$ cat config.mk
export PLATFORM = sky130hd
export DESIGN_NAME = ps2_kbd_rx
export DESIGN_NICKNAME = d
export VERILOG_FILES = /design/src/rtl/ps2_pkg.sv /design/src/rtl/ps2_fifo.sv /design/src/rtl/ps2_kbd_rx.sv
export SDC_FILE = /design/constraint.sdc
export NUM_CORES = 1
export LEC_CHECK = 0
export BUFFER_PORTS_ARGS = -buffer_cell sky130_fd_sc_hd__buf_2
export CORE_MARGIN = 5
export CORE_UTILIZATION = 66
export CTS_CLUSTER_SIZE = 24
export DETAILED_ROUTE_END_ITERATION = 7
export PLACE_DENSITY = 0.85
export REMOVE_ABC_BUFFERS = 1
export SKIP_CTS_REPAIR_TIMING = 1
export SKIP_LAST_GASP = 1
export SYNTH_ARGS = -nofsm -noshare
export SYNTH_HDL_FRONTEND = slang
export SYNTH_SLANG_ARGS = --single-unit
$ cat constraint.sdc
create_clock -name clk -period 4.47 [get_ports clk]
set_input_delay 1.1175 -clock clk [delete_from_list [all_inputs] [get_ports clk]]
set_output_delay 1.1175 -clock clk [all_outputs]
set_load 0.01 [all_outputs]
$ cat src/rtl/ps2_pkg.sv
// ps2_pkg: shared constants and types for the PS/2 keyboard receiver.
//   PS2_BREAK      - scan-code prefix that marks a key release
//   PS2_FRAME_BITS - bits following the start bit (8 data, parity, stop)
//   ps2_state_e    - receiver FSM state
package ps2_pkg;

  localparam logic [7:0] PS2_BREAK      = 8'hF0;
  localparam int         PS2_FRAME_BITS = 10;

  typedef enum logic {
    ST_IDLE,
    ST_SHIFT
  } ps2_state_e;

endpackage

$ cat src/rtl/ps2_fifo.sv
// ps2_fifo: synchronous FIFO, WIDTH x DEPTH (DEPTH a power of two, >= 2).
//   clk, rst  - clock, async active-low reset
//   push, din - write request and data; ignored while full unless popping
//   pop       - read request; ignored while empty
//   full      - no free entry
//   empty     - no valid entry
//   head      - oldest entry (zero after reset)
// Pointers carry one extra MSB so full and empty are told apart by it.
module ps2_fifo #(
  parameter int WIDTH = 8,
  parameter int DEPTH = 8
) (
  input  logic             clk,
  input  logic             rst,
  input  logic             push,
  input  logic             pop,
  input  logic [WIDTH-1:0] din,
  output logic             full,
  output logic             empty,
  output logic [WIDTH-1:0] head
);

  localparam int AW = $clog2(DEPTH);

  logic [DEPTH-1:0][WIDTH-1:0] mem;
  logic [AW:0]                 wr_ptr, rd_ptr;
  logic                        do_push, do_pop;

  assign empty   = (wr_ptr == rd_ptr);
  assign full    = (wr_ptr[AW] != rd_ptr[AW]) && (wr_ptr[AW-1:0] == rd_ptr[AW-1:0]);
  // A push into a full FIFO still lands when the head leaves in the same cycle.
  assign do_push = push & (~full | pop);
  assign do_pop  = pop & ~empty;
  assign head    = mem[rd_ptr[AW-1:0]];

  always_ff @(posedge clk or negedge rst) begin
    if (!rst) begin
      mem    <= '0;
      wr_ptr <= '0;
      rd_ptr <= '0;
    end else begin
      if (do_push) begin
        mem[wr_ptr[AW-1:0]] <= din;
        wr_ptr              <= wr_ptr + 1'b1;
      end
      if (do_pop) rd_ptr <= rd_ptr + 1'b1;
    end
  end

endmodule

$ cat src/rtl/ps2_kbd_rx.sv
// ps2_kbd_rx: PS/2 keyboard receiver with scan-code FIFO and key-press count.
//   clk, rst          - system clock, async active-low reset
//   ps2_clk, ps2_data - raw keyboard pins (asynchronous, idle high)
//   out_ready         - consumer takes the FIFO head
//   out_valid         - FIFO non-empty
//   out_data          - FIFO head scan code
//   key_cnt           - make codes seen (wraps at 256)
//   overflow          - sticky: valid frame arrived while FIFO full
//   frame_err         - sticky: bad stop, bad parity (if checked), or timeout
// Build option: define PS2_PARITY_CHK_EN to reject frames failing odd parity.
module ps2_kbd_rx
  import ps2_pkg::*;
#(
  parameter int FIFO_DEPTH  = 8,
  parameter int TIMEOUT_CYC = 4096
) (
  input  logic       clk,
  input  logic       rst,
  input  logic       ps2_clk,
  input  logic       ps2_data,
  input  logic       out_ready,
  output logic       out_valid,
  output logic [7:0] out_data,
  output logic [7:0] key_cnt,
  output logic       overflow,
  output logic       frame_err
);

`ifdef PS2_PARITY_CHK_EN
  localparam bit PAR_CHK = 1'b1;
`else
  localparam bit PAR_CHK = 1'b0;
`endif

  localparam int TW = $clog2(TIMEOUT_CYC + 1);

  logic [2:0]    clk_sync;
  logic [1:0]    dat_sync;
  logic          fall, bit_in;
  ps2_state_e    state;
  logic [3:0]    bitcnt;
  logic [8:0]    sh;          // data bits 0-7, parity in bit 8
  logic [TW-1:0] idle_cnt;
  logic          push, pop, full, empty, brk, frame_ok;
  logic [7:0]    push_data;

  // Two-stage synchronisers; clk_sync[2] is the edge-detect history tap.
  // fall is registered, so it rises 3 cycles after the pin edge.
  always_ff @(posedge clk or negedge rst) begin
    if (!rst) begin
      clk_sync <= '1;
      dat_sync <= '1;
      fall     <= 1'b0;
    end else begin
      clk_sync <= {clk_sync[1:0], ps2_clk};
      dat_sync <= {dat_sync[0], ps2_data};
      fall     <= clk_sync[2] & ~clk_sync[1];
    end
  end

  assign bit_in = dat_sync[1];
  // Evaluated on the stop-bit fall: bit_in is the stop bit itself.
  assign frame_ok = bit_in & ((^sh) | ~PAR_CHK);

  always_ff @(posedge clk or negedge rst) begin
    if (!rst) begin
      state     <= ST_IDLE;
      bitcnt    <= '0;
      sh        <= '0;
      idle_cnt  <= '0;
      push      <= 1'b0;
      push_data <= '0;
      frame_err <= 1'b0;
    end else begin
      push <= 1'b0;
      case (state)
        ST_IDLE: begin
          idle_cnt <= '0;
          if (fall && !bit_in) begin
            bitcnt <= '0;
            state  <= ST_SHIFT;
          end
        end
        ST_SHIFT: begin
          if (fall) begin
            idle_cnt <= '0;
            if (bitcnt == 4'(PS2_FRAME_BITS - 1)) begin
              state <= ST_IDLE;
              if (frame_ok) begin
                push      <= 1'b1;
                push_data <= sh[7:0];
              end else begin
                frame_err <= 1'b1;
              end
            end else begin
              sh     <= {bit_in, sh[8:1]};
              bitcnt <= bitcnt + 4'd1;
            end
          end else if (idle_cnt == TW'(TIMEOUT_CYC - 1)) begin
            state     <= ST_IDLE;
            frame_err <= 1'b1;
          end else begin
            idle_cnt <= idle_cnt + 1'b1;
          end
        end
        default: state <= ST_IDLE;
      endcase
    end
  end

  assign pop       = out_valid & out_ready;
  assign out_valid = ~empty;

  // Counting and break tracking run even when the FIFO drops the byte.
  always_ff @(posedge clk or negedge rst) begin
    if (!rst) begin
      key_cnt  <= '0;
      brk      <= 1'b0;
      overflow <= 1'b0;
    end else if (push) begin
      if (push_data == PS2_BREAK) brk <= 1'b1;
      else if (brk)               brk <= 1'b0;
      else                        key_cnt <= key_cnt + 8'd1;
      if (full && !pop) overflow <= 1'b1;
    end
  end

  ps2_fifo #(
    .WIDTH (8),
    .DEPTH (FIFO_DEPTH)
  ) u_fifo (
    .clk   (clk),
    .rst   (rst),
    .push  (push),
    .pop   (pop),
    .din   (push_data),
    .full  (full),
    .empty (empty),
    .head  (out_data)
  );

endmodule
### Yosys cells after proc, flatten, opt, wreduce, memory -nomap -nowiden

Cells that the tools add are included.

| operators by class | value |
|---|---|
| $add $sub $neg | 5 |
| order comparisons | 3 |
| equal/unequal tests | 12 |
| multiplexer cells | 26 |
| bitwise operators | 12 |
| reductions and logical operators | 13 |

Operators with widths:

| cell | count |
|---|---|
| bitwise mux 64 bit | 1 |
| 2-to-1 mux 13 bit | 2 |
| one-hot mux 13 bit (2 select lines) | 1 |
| binary-select mux 8 bit (select 3 bit) | 1 |
| demux 8 bit (select 3 bit) | 1 |
| 2-to-1 mux 8 bit | 2 |
| adder 13 x 1 -> 13 bit (second input constant) | 1 |
| == test 13 x 12 -> 1 bit (second input constant) | 1 |
| 2-to-1 mux 1 bit | 13 |
| adder 4 x 1 -> 4 bit (second input constant) | 3 |
| 2-to-1 mux 4 bit | 3 |
| AND reduction 3 bit | 3 |
| adder 8 x 1 -> 8 bit (second input constant) | 1 |
| == test 8 bit (second input constant) | 1 |
| < comparator 3 x 4 -> 1 bit (second input constant) | 2 |
| inequality test 2 bit (second input constant) | 4 |
| one-hot mux 4 bit (2 select lines) | 1 |
| AND reduction 4 bit | 2 |
| inverter 1 bit | 7 |
| AND 1 bit | 4 |
| == test 4 bit | 1 |
| == test 4 bit (second input constant) | 1 |
| logical AND 1 bit | 4 |
| == test 3 bit | 1 |
| other kinds (9) | 10 |

| storage, ports and cells | value |
|---|---|
| register bits | 125 |
| input bits | 5 |
| output and inout bits | 19 |
| word-level logic and storage cells | 94 |

### Longest topological paths before layout

Gate-level depths: netlist (run 1).

| depth | value |
|---|---|
| depth in word-level cells | 6 |
| gate-level depth with buffers | 7 |
| gate-level depth less buffers | 6 |

### Cells and area by module

Synthesis (run 1) repeated with hierarchy kept, for this count alone.

| unflattened totals | value |
|---|---|
| cell total of the unflattened synthesis | 407 |
| area, all modules | 5745.5 sq um |

Modules (own cells, without submodules):

| module | instances | cells each | area an instance (sq um) | sequential area each (sq um) |
|---|---|---|---|---|
| ps2_fifo | 1 | 215 | 3439.5 | 1801.7 |
| ps2_kbd_rx | 1 | 192 | 2306.0 | 1332.5 |

### Worst setup path after synthesis (run 1)

OpenSTA, ideal clock, no wires.

| path | value |
|---|---|
| kind | register to output |
| start point | register u_fifo.rd_ptr[0] |
| end point | output out_data[0] |
| arrival | 1610 ps |
| required time | 3353 ps |
| slack | 1742 ps |
| cell stages (with the launch flop) | 5 |
| path buffers | 2 |
| path through | dfrtp_1 buf_6 buf_2 mux4_2 mux2_2 |

| on the way | value |
|---|---|
| longest elaborated chain between the ends | 2 |

Ends and longest elaborated chain:

| element | RTL line | text |
|---|---|---|
| from (decl) | ps2_fifo.sv:26 | `logic [AW:0] wr_ptr, rd_ptr;` |
| from (signal assigned) | ps2_fifo.sv:46 | `if (do_pop) rd_ptr <= rd_ptr + 1'b1;` |
| binary-select mux 8 bit (select 3 bit) | ps2_fifo.sv:34 | `assign head = mem[rd_ptr[AW-1:0]];` |
| 2-to-1 mux 8 bit (not written as such) | ps2_fifo.sv:34 |  |
| to (decl) | ps2_kbd_rx.sv:23 | `output logic [7:0] out_data,` |

No other way between the ends. The select of a mux whose other input is x is not followed.

### Final worst setup path (run 1)

| path | value |
|---|---|
| start point | register u_fifo.rd_ptr[1] |
| end point | output out_data[6] |

Same word-level chain as after synthesis.

==> results of run 1 <==
==> area by class of cell <==
class | instances | area [um2] | share of cell area, %
multi-input combinational | 249 | 2382 | 37.35
tap | 105 | 131.4 | 2.060
clock buffer | 18 | 417.9 | 6.552
timing repair buffer | 26 | 140.1 | 2.197
clock inverter | 14 | 146.4 | 2.295
sequential | 125 | 3134 | 49.14
inverter | 7 | 26.28 | 0.4119
==> critical path: stages, from the launching register on <==
cell and delay [ns]:
dfrtp_1 0.98, mux4_2 0.44, mux2_2 0.29, buf_2 0.15
==> stage by stage <==
step | hold slack (ns) | power, mW | instances | cell area (um2) | utilization [%]
floorplan | 0.3452 | 1.653 | 381 | 5543 | -
global placement | 0.3463 | 1.775 | 512 | 5814 | 70.41
detailed placement | 0.3479 | 1.791 | 512 | 5814 | 70.41
CTS | 0.3572 | 3.092 | 544 | 6379 | 77.24
global route | 0.3591 | 3.200 | 544 | 6379 | 77.24
finish | 0.3560 | 3.073 | 544 | 6379 | 77.24
==> layout by cell type (no fill, tap or decap), drive strengths merged, types with 2 or more instances in the layout <==
cell type | synthesis | layout
a211o | 2 | 2
nand4 | 6 | 6
mux4 | 16 | 16
nor2 | 12 | 12
or3 | 2 | 2
inv | 7 | 8
a21oi | 4 | 4
nand2 | 17 | 17
nor3 | 3 | 3
or4 | 3 | 3
a31oi | 5 | 5
o31ai | 2 | 2
nand3 | 9 | 9
nand2b | 6 | 6
o21ai | 11 | 11
mux2 | 92 | 92
nor4 | 2 | 2
ha | 6 | 6
mux2i | 2 | 2
clkbuf | 5 | 18
dfstp | 5 | 5
and4 | 3 | 3
and3 | 6 | 6
xnor2 | 15 | 15
clkinv | 0 | 8
nor2b | 2 | 2
a22o | 4 | 4
and2b | 3 | 3
bufinv | 0 | 2
xor2 | 5 | 5
a41oi | 2 | 2
clkinvlp | 0 | 3
dfrtp | 120 | 120
buf | 12 | 26
==> report_power, final <==
group / switching, mW / internal, mW
combinational: 0.197 / 0.210
sequential: 0.146 / 1.22
clock: 0.505 / 0.792
total: 0.848 / 2.23
==> logic make-up after synthesis <==
| logic type | count (synthesis) | synth area share [%] |
|---|---|---|
| and+or+nand+nor | 77 | 7.864 |
| DFF | 125 | 55.64 |
| buffers and inverters | 24 | 2.066 |
| AOI/OAI and AO/OA | 36 | 4.576 |
| adders and majority gates | 6 | 1.333 |
| xor gates and xnor gates | 20 | 3.376 |
| muxes | 110 | 25.14 |
==> flip-flops by register name, summed over array words and instances (netlist names) <==
name	cells
u_fifo.mem	64
idle_cnt	13
sh	9
key_cnt	8
push_data	8
bitcnt	4
u_fifo.rd_ptr	4
u_fifo.wr_ptr	4
clk_sync	3
dat_sync	2
brk	1
fall	1
frame_err	1
overflow	1
push	1
state	1
==> how the worst max path moves through the flow <==
stage                     cells past startpoint          end  slack (ns)              from
after detailed placement                      3  out_data[6]        1.58  u_fifo.rd_ptr[1]
after global routing                          3  out_data[6]        0.90  u_fifo.rd_ptr[1]
after floorplan                               2  out_data[0]        1.53  u_fifo.rd_ptr[0]
after global placement                        3  out_data[6]        1.59  u_fifo.rd_ptr[1]
final                                         3  out_data[6]        0.98  u_fifo.rd_ptr[1]
after CTS                                     3  out_data[6]        0.99  u_fifo.rd_ptr[1]
==> routing by layer <==
metal  routed length [um]  part of all wire (%)
met5                    0                     0
met4                  198                   1.8
met3                  545                   4.8
met2                 6113                    54
met1                 4457                    39
==> run metrics, run 1 <==
Inserted Diodes=0; CTS H-tree lvls=4; met3 Use GR=6.143%; Die ar.=10480 um2; main flop type after synthesis=dfrtp_1; drt pass-1 iters=4; Commonest cells post-synth=dfrtp_1 (120), mux2_2 (92), mux4_2 (16); pre-CTS WS=1.583 ns; Worst VDD drop=0.3581 mV; largest net degree at the start of global routing=77; IO buf count=23; Slew Limit Fails=0; Max FO, Critical Path=22; initial antenna violation count=0; die boundary width=102.4 um; most frequent cell after synthesis=dfrtp_1; hold endpoint=clk_sync[1]; Die Span Y=102.4 um; CTS Sinks=125; Hold WC Path Type=flop to flop; Slew @ Worst Pin=0.9747 ns; final worst slack=0.9841 ns; status=finished clean; CTS Buf Count=17; HP Start=clk_sync[0]; fin crit period=3.486 ns; GR Overflow Total=0; unrepaired setup endpoints after global routing=false; worst endpoint required time=3.35 ns; Setup TNS Final=0 ns; layout cell share with drive strength beyond 1=42.14%; kind of critical path=flop to output pin; Total Routing Usage GR=24.28%; FF-to-FF setup slack=1.94 ns; Max-Cap Viols=0; # fillers=474; Final Hold Violating Endpoints=0; Tcrit/Tclk final=77.98%; fmax=0.2869 GHz; Initial Util=68.21%; Slew HR=35.02%; Reg clk slew, reported paths=0.06 ns; depth of the most critical reg-to-reg path=4; ys async rst share=100.0%; Pwr Density=481.7 nW/um2; first-pass GRT wire length=18.89 mm; placer congestion estimate=0.7884; CP Capture Type=output pin; TritonCTS clock tree=built; GRT busiest layer=met2; HPWL after DPL=7.024 mm; worst hold path cell count=0; met2 usage=41.98%; start of the worst register-to-register path=u_fifo.rd_ptr[1]; met1 GRT Util=29.28%; Placeable Area=8258 um2; final net count=437; clk_skew=0.005887 ns; Worst-Skew Late Latency=0.52 ns; DRT antenna net count=0; CTS Buffer Depth=2; clock root cell=clkbuf_8; drt drc=0; routed length per placed instance=20.80 um; yosys warns=0; Critical Path Start Type=flop; Post-synth EDFFs=0; number of DRC markers in iteration 0=188; leakage power=3.071 nW; I/O pin count=24; top-area cell type share of the netlist area=53.31%; Worst Path Arrival=2.37 ns; Gate Count Post-Synth=398; sequential fraction of the synthesis area=55.64%; Synth cell types=48; routed wire length=11.31 mm; Site Rows=33; vias in the first global route=3645; Vias=3437; Seq cells post-synth=125; Syn Area/Cell=14.15 um2; drt via density=6.318; reg2reg end=u_fifo.mem[45]; synth-to-layout area growth=13.24%; post-synthesis cell area=5633 um2; top cells by area, synth=dfrtp_1 (53%), mux2_2 (18%), mux4_2 (6.4%); area leader, netlist=dfrtp_1; final setup violation count=0
No activity file was read; power rests on OpenSTA's default activity.
==> run 2: changes to the inputs <==
--- a/config.mk
+++ b/config.mk
@@ -7,10 +7,10 @@
 export LEC_CHECK = 0
 export BUFFER_PORTS_ARGS = -buffer_cell sky130_fd_sc_hd__buf_2
 export CORE_MARGIN = 5
-export CORE_UTILIZATION = 66
+export CORE_UTILIZATION = 61
 export CTS_CLUSTER_SIZE = 24
 export DETAILED_ROUTE_END_ITERATION = 7
-export PLACE_DENSITY = 0.85
+export PLACE_DENSITY = 0.79
 export REMOVE_ABC_BUFFERS = 1
 export SKIP_CTS_REPAIR_TIMING = 1
 export SKIP_LAST_GASP = 1
==> constraint.sdc (replaced) <==
create_clock -name clk -period 3.5 [get_ports clk]
set_input_delay 0.875 -clock clk [delete_from_list [all_inputs] [get_ports clk]]
set_output_delay 0.875 -clock clk [all_outputs]
set_load 0.01 [all_outputs]
==> run 2 against run 1 <==
Effect of this change:
- clock-buffer cell count is 3 higher
- combinational power is 36% higher
- register-to-register slack worse by 1.0 ns
- routed wire length is 2.2% lower
- sequential share of layout area is 0.34 points lower
- critical path type unchanged
- largest cell class unchanged
- highest routed layer unchanged
==> run metrics, run 2 (same netlist as run 1, synthesis figures left out) <==
status=finished clean; drt pass-1 iters=6 (+2); CTS Sinks=125 (unchanged); Max-Cap Viols=0 (unchanged); die boundary width=106.1 um (+3.6%); final net count=438 (+0.23%); final setup violation count=0 (unchanged); vias in the first global route=3579 (-1.8%); leakage power=3.087 nW (+0.54%); CTS Buffer Depth=2 (unchanged); routed length per placed instance=20.12 um (-3.3%); placer congestion estimate=0.8055 (+2.2%); drt via density=6.238 (-1.3%); Clock power frac=42.9% (+0.7 points); commonest non-fill, non-tap cell in the layout=dfrtp_1; IO buf count=23 (unchanged); Initial Util=61.84% (-6.4 points); Placeable Area=9109 um2 (+10%); crit-path cells=mux4_2 -> mux2_2 -> buf_2; Net Switching=1.051 mW (+24%); Site Rows=35 (+6.1%); unrepaired setup endpoints after global routing=false; pre-CTS WS=0.8293 ns (-0.7537 ns); Hold WC Path Type=primary input to asynchronous set/reset pin; Critical Path Start Type=flop; placed cell area=5842 um2 (+0.47%); Final Hold Violating Endpoints=0 (unchanged); Die Span Y=106.1 um (+3.6%); Setup TNS Final=0 ns (unchanged); GR Overflow Total=0 (unchanged); drt drc=0 (unchanged); Slew HR=36.20% (+1.2 points); Final Hold Slack=0.3074 ns (-0.04862 ns); Total Routing Usage GR=21.74% (-2.5 points); DRT antenna net count=0 (unchanged); Max FO, Critical Path=22 (unchanged); routed wire length=11.06 mm (-2.2%); Tcrit/Tclk final=91.52%; FF-to-FF setup slack=0.90 ns (-1.04 ns); largest registers=u_fifo.mem: 64 flops, idle_cnt: 13 flops, sh: 9 flops; CTS H-tree lvls=4 (unchanged); placed insts=519 (+1.4%); Slew @ Worst Pin=0.9570 ns (-0.01777 ns); first-pass GRT wire length=18.83 mm (-0.29%); non-filler cells, final=550 (+1.1%); I/O pin count=24 (unchanged); sequential power share=43.2% (-1.4 points); synth-to-layout area growth=14.02%; layout cell share with drive strength beyond 1=41.69% (-0.46 points); CP Buf/Inv Count=1 (unchanged); Tot Pwr=3.989 mW (+30%); clock root cell=clkbuf_8; Slew Limit Fails=0 (unchanged); largest net degree at the start of global routing=60 (-22%); initial antenna violation count=0 (unchanged); Inserted Diodes=0 (unchanged); Pwr Density=621.1 nW/um2 (+29%); Setup crit start=u_fifo.rd_ptr[1]; fin crit period=3.203 ns; Worst-Skew Late Latency=0.51 ns (about the same); final worst slack=0.2968 ns (-0.6873 ns); worst endpoint required time=2.62 ns (-0.73 ns); most frequent cells in the layout=dfrtp_1 (120), mux2_2 (92), buf_2 (22), mux4_2 (16), clkbuf_16 (16); Logic pwr share=13.9% (+0.7 points); Worst VDD drop=0.3525 mV (-1.6%); Worst Path Arrival=2.33 ns (-0.04 ns); switching share of power=26.36% (-1.2 points); CP top delay family=flip-flops; Vias=3431 (-0.17%); Reg clk slew, reported paths=0.06 ns (about the same); clk_skew=0.01051 ns (+0.004620 ns); Finished Cell Area=6422 um2 (+0.69%); number of flip-flops in the largest register=64 (unchanged); # fillers=586 (+24%); kind of critical path=flop to output pin; start of the worst register-to-register path=u_fifo.rd_ptr[1]; CTS Buf Count=17 (unchanged); Int Power=2.937 mW (+32%); CP max stage delay=0.97 ns (about the same); fmax=0.3122 GHz; Die ar.=11260 um2 (+7.4%); HPWL after DPL=6.639 mm (-5.5%); number of DRC markers in iteration 0=206 (+9.6%); crit path max-delay cell type=dfrtp_1; TritonCTS clock tree=built; Biggest register=u_fifo.mem; Layout Utilization=70.51% (-6.7 points); CP Capture Type=output pin
-- run 2: cell count changes in the layout (fill, tap and decap cells not counted), sizes merged --
cell | previous run | this run
clkinv | 8 | 5
bufinv | 2 | 3
clkbuf | 18 | 21
inv | 8 | 7
buf | 26 | 27
clkinvlp | 3 | 2
-- run 2: metal layers --
layer  wire [um]  track usage (%)
met5           0                0
met4         218            8.233
met3         440            5.039
met2        5519            34.61
met1        4886            29.36
-- run 2: layout make-up --
cell class              instances  area, um2  area share (%)
clock inverters                10      141.4           2.201
well taps                     111      138.9           2.162
repair buffers                 27      160.2           2.494
flip-flops and latches        125       3134           48.80
clock buffers                  21      439.2           6.838
inverters                       7      26.28          0.4091
multi-input cells             249       2382           37.09
-- run 2: worst paths after layout --
kind,to,cells past startpoint
min in group clk,dat_sync[1],0
setup / recovery,out_data[6],3
hold / removal,u_fifo.mem[32],1
setup reg to reg,u_fifo.mem[47],4
hold reg to reg,dat_sync[1],0
max in group asynchronous,u_fifo.mem[10],2
-- run 2: power groups by stage --
stage                     clock network (mW)  logic, mW  registers [mW]
after CTS                               1.74      0.565            1.72
after global routing                    1.81      0.609            1.74
after detailed placement                   0      0.557            1.74
after global placement                     0      0.545            1.73
after floorplan                            0      0.354            1.76
final                                   1.71      0.555            1.72
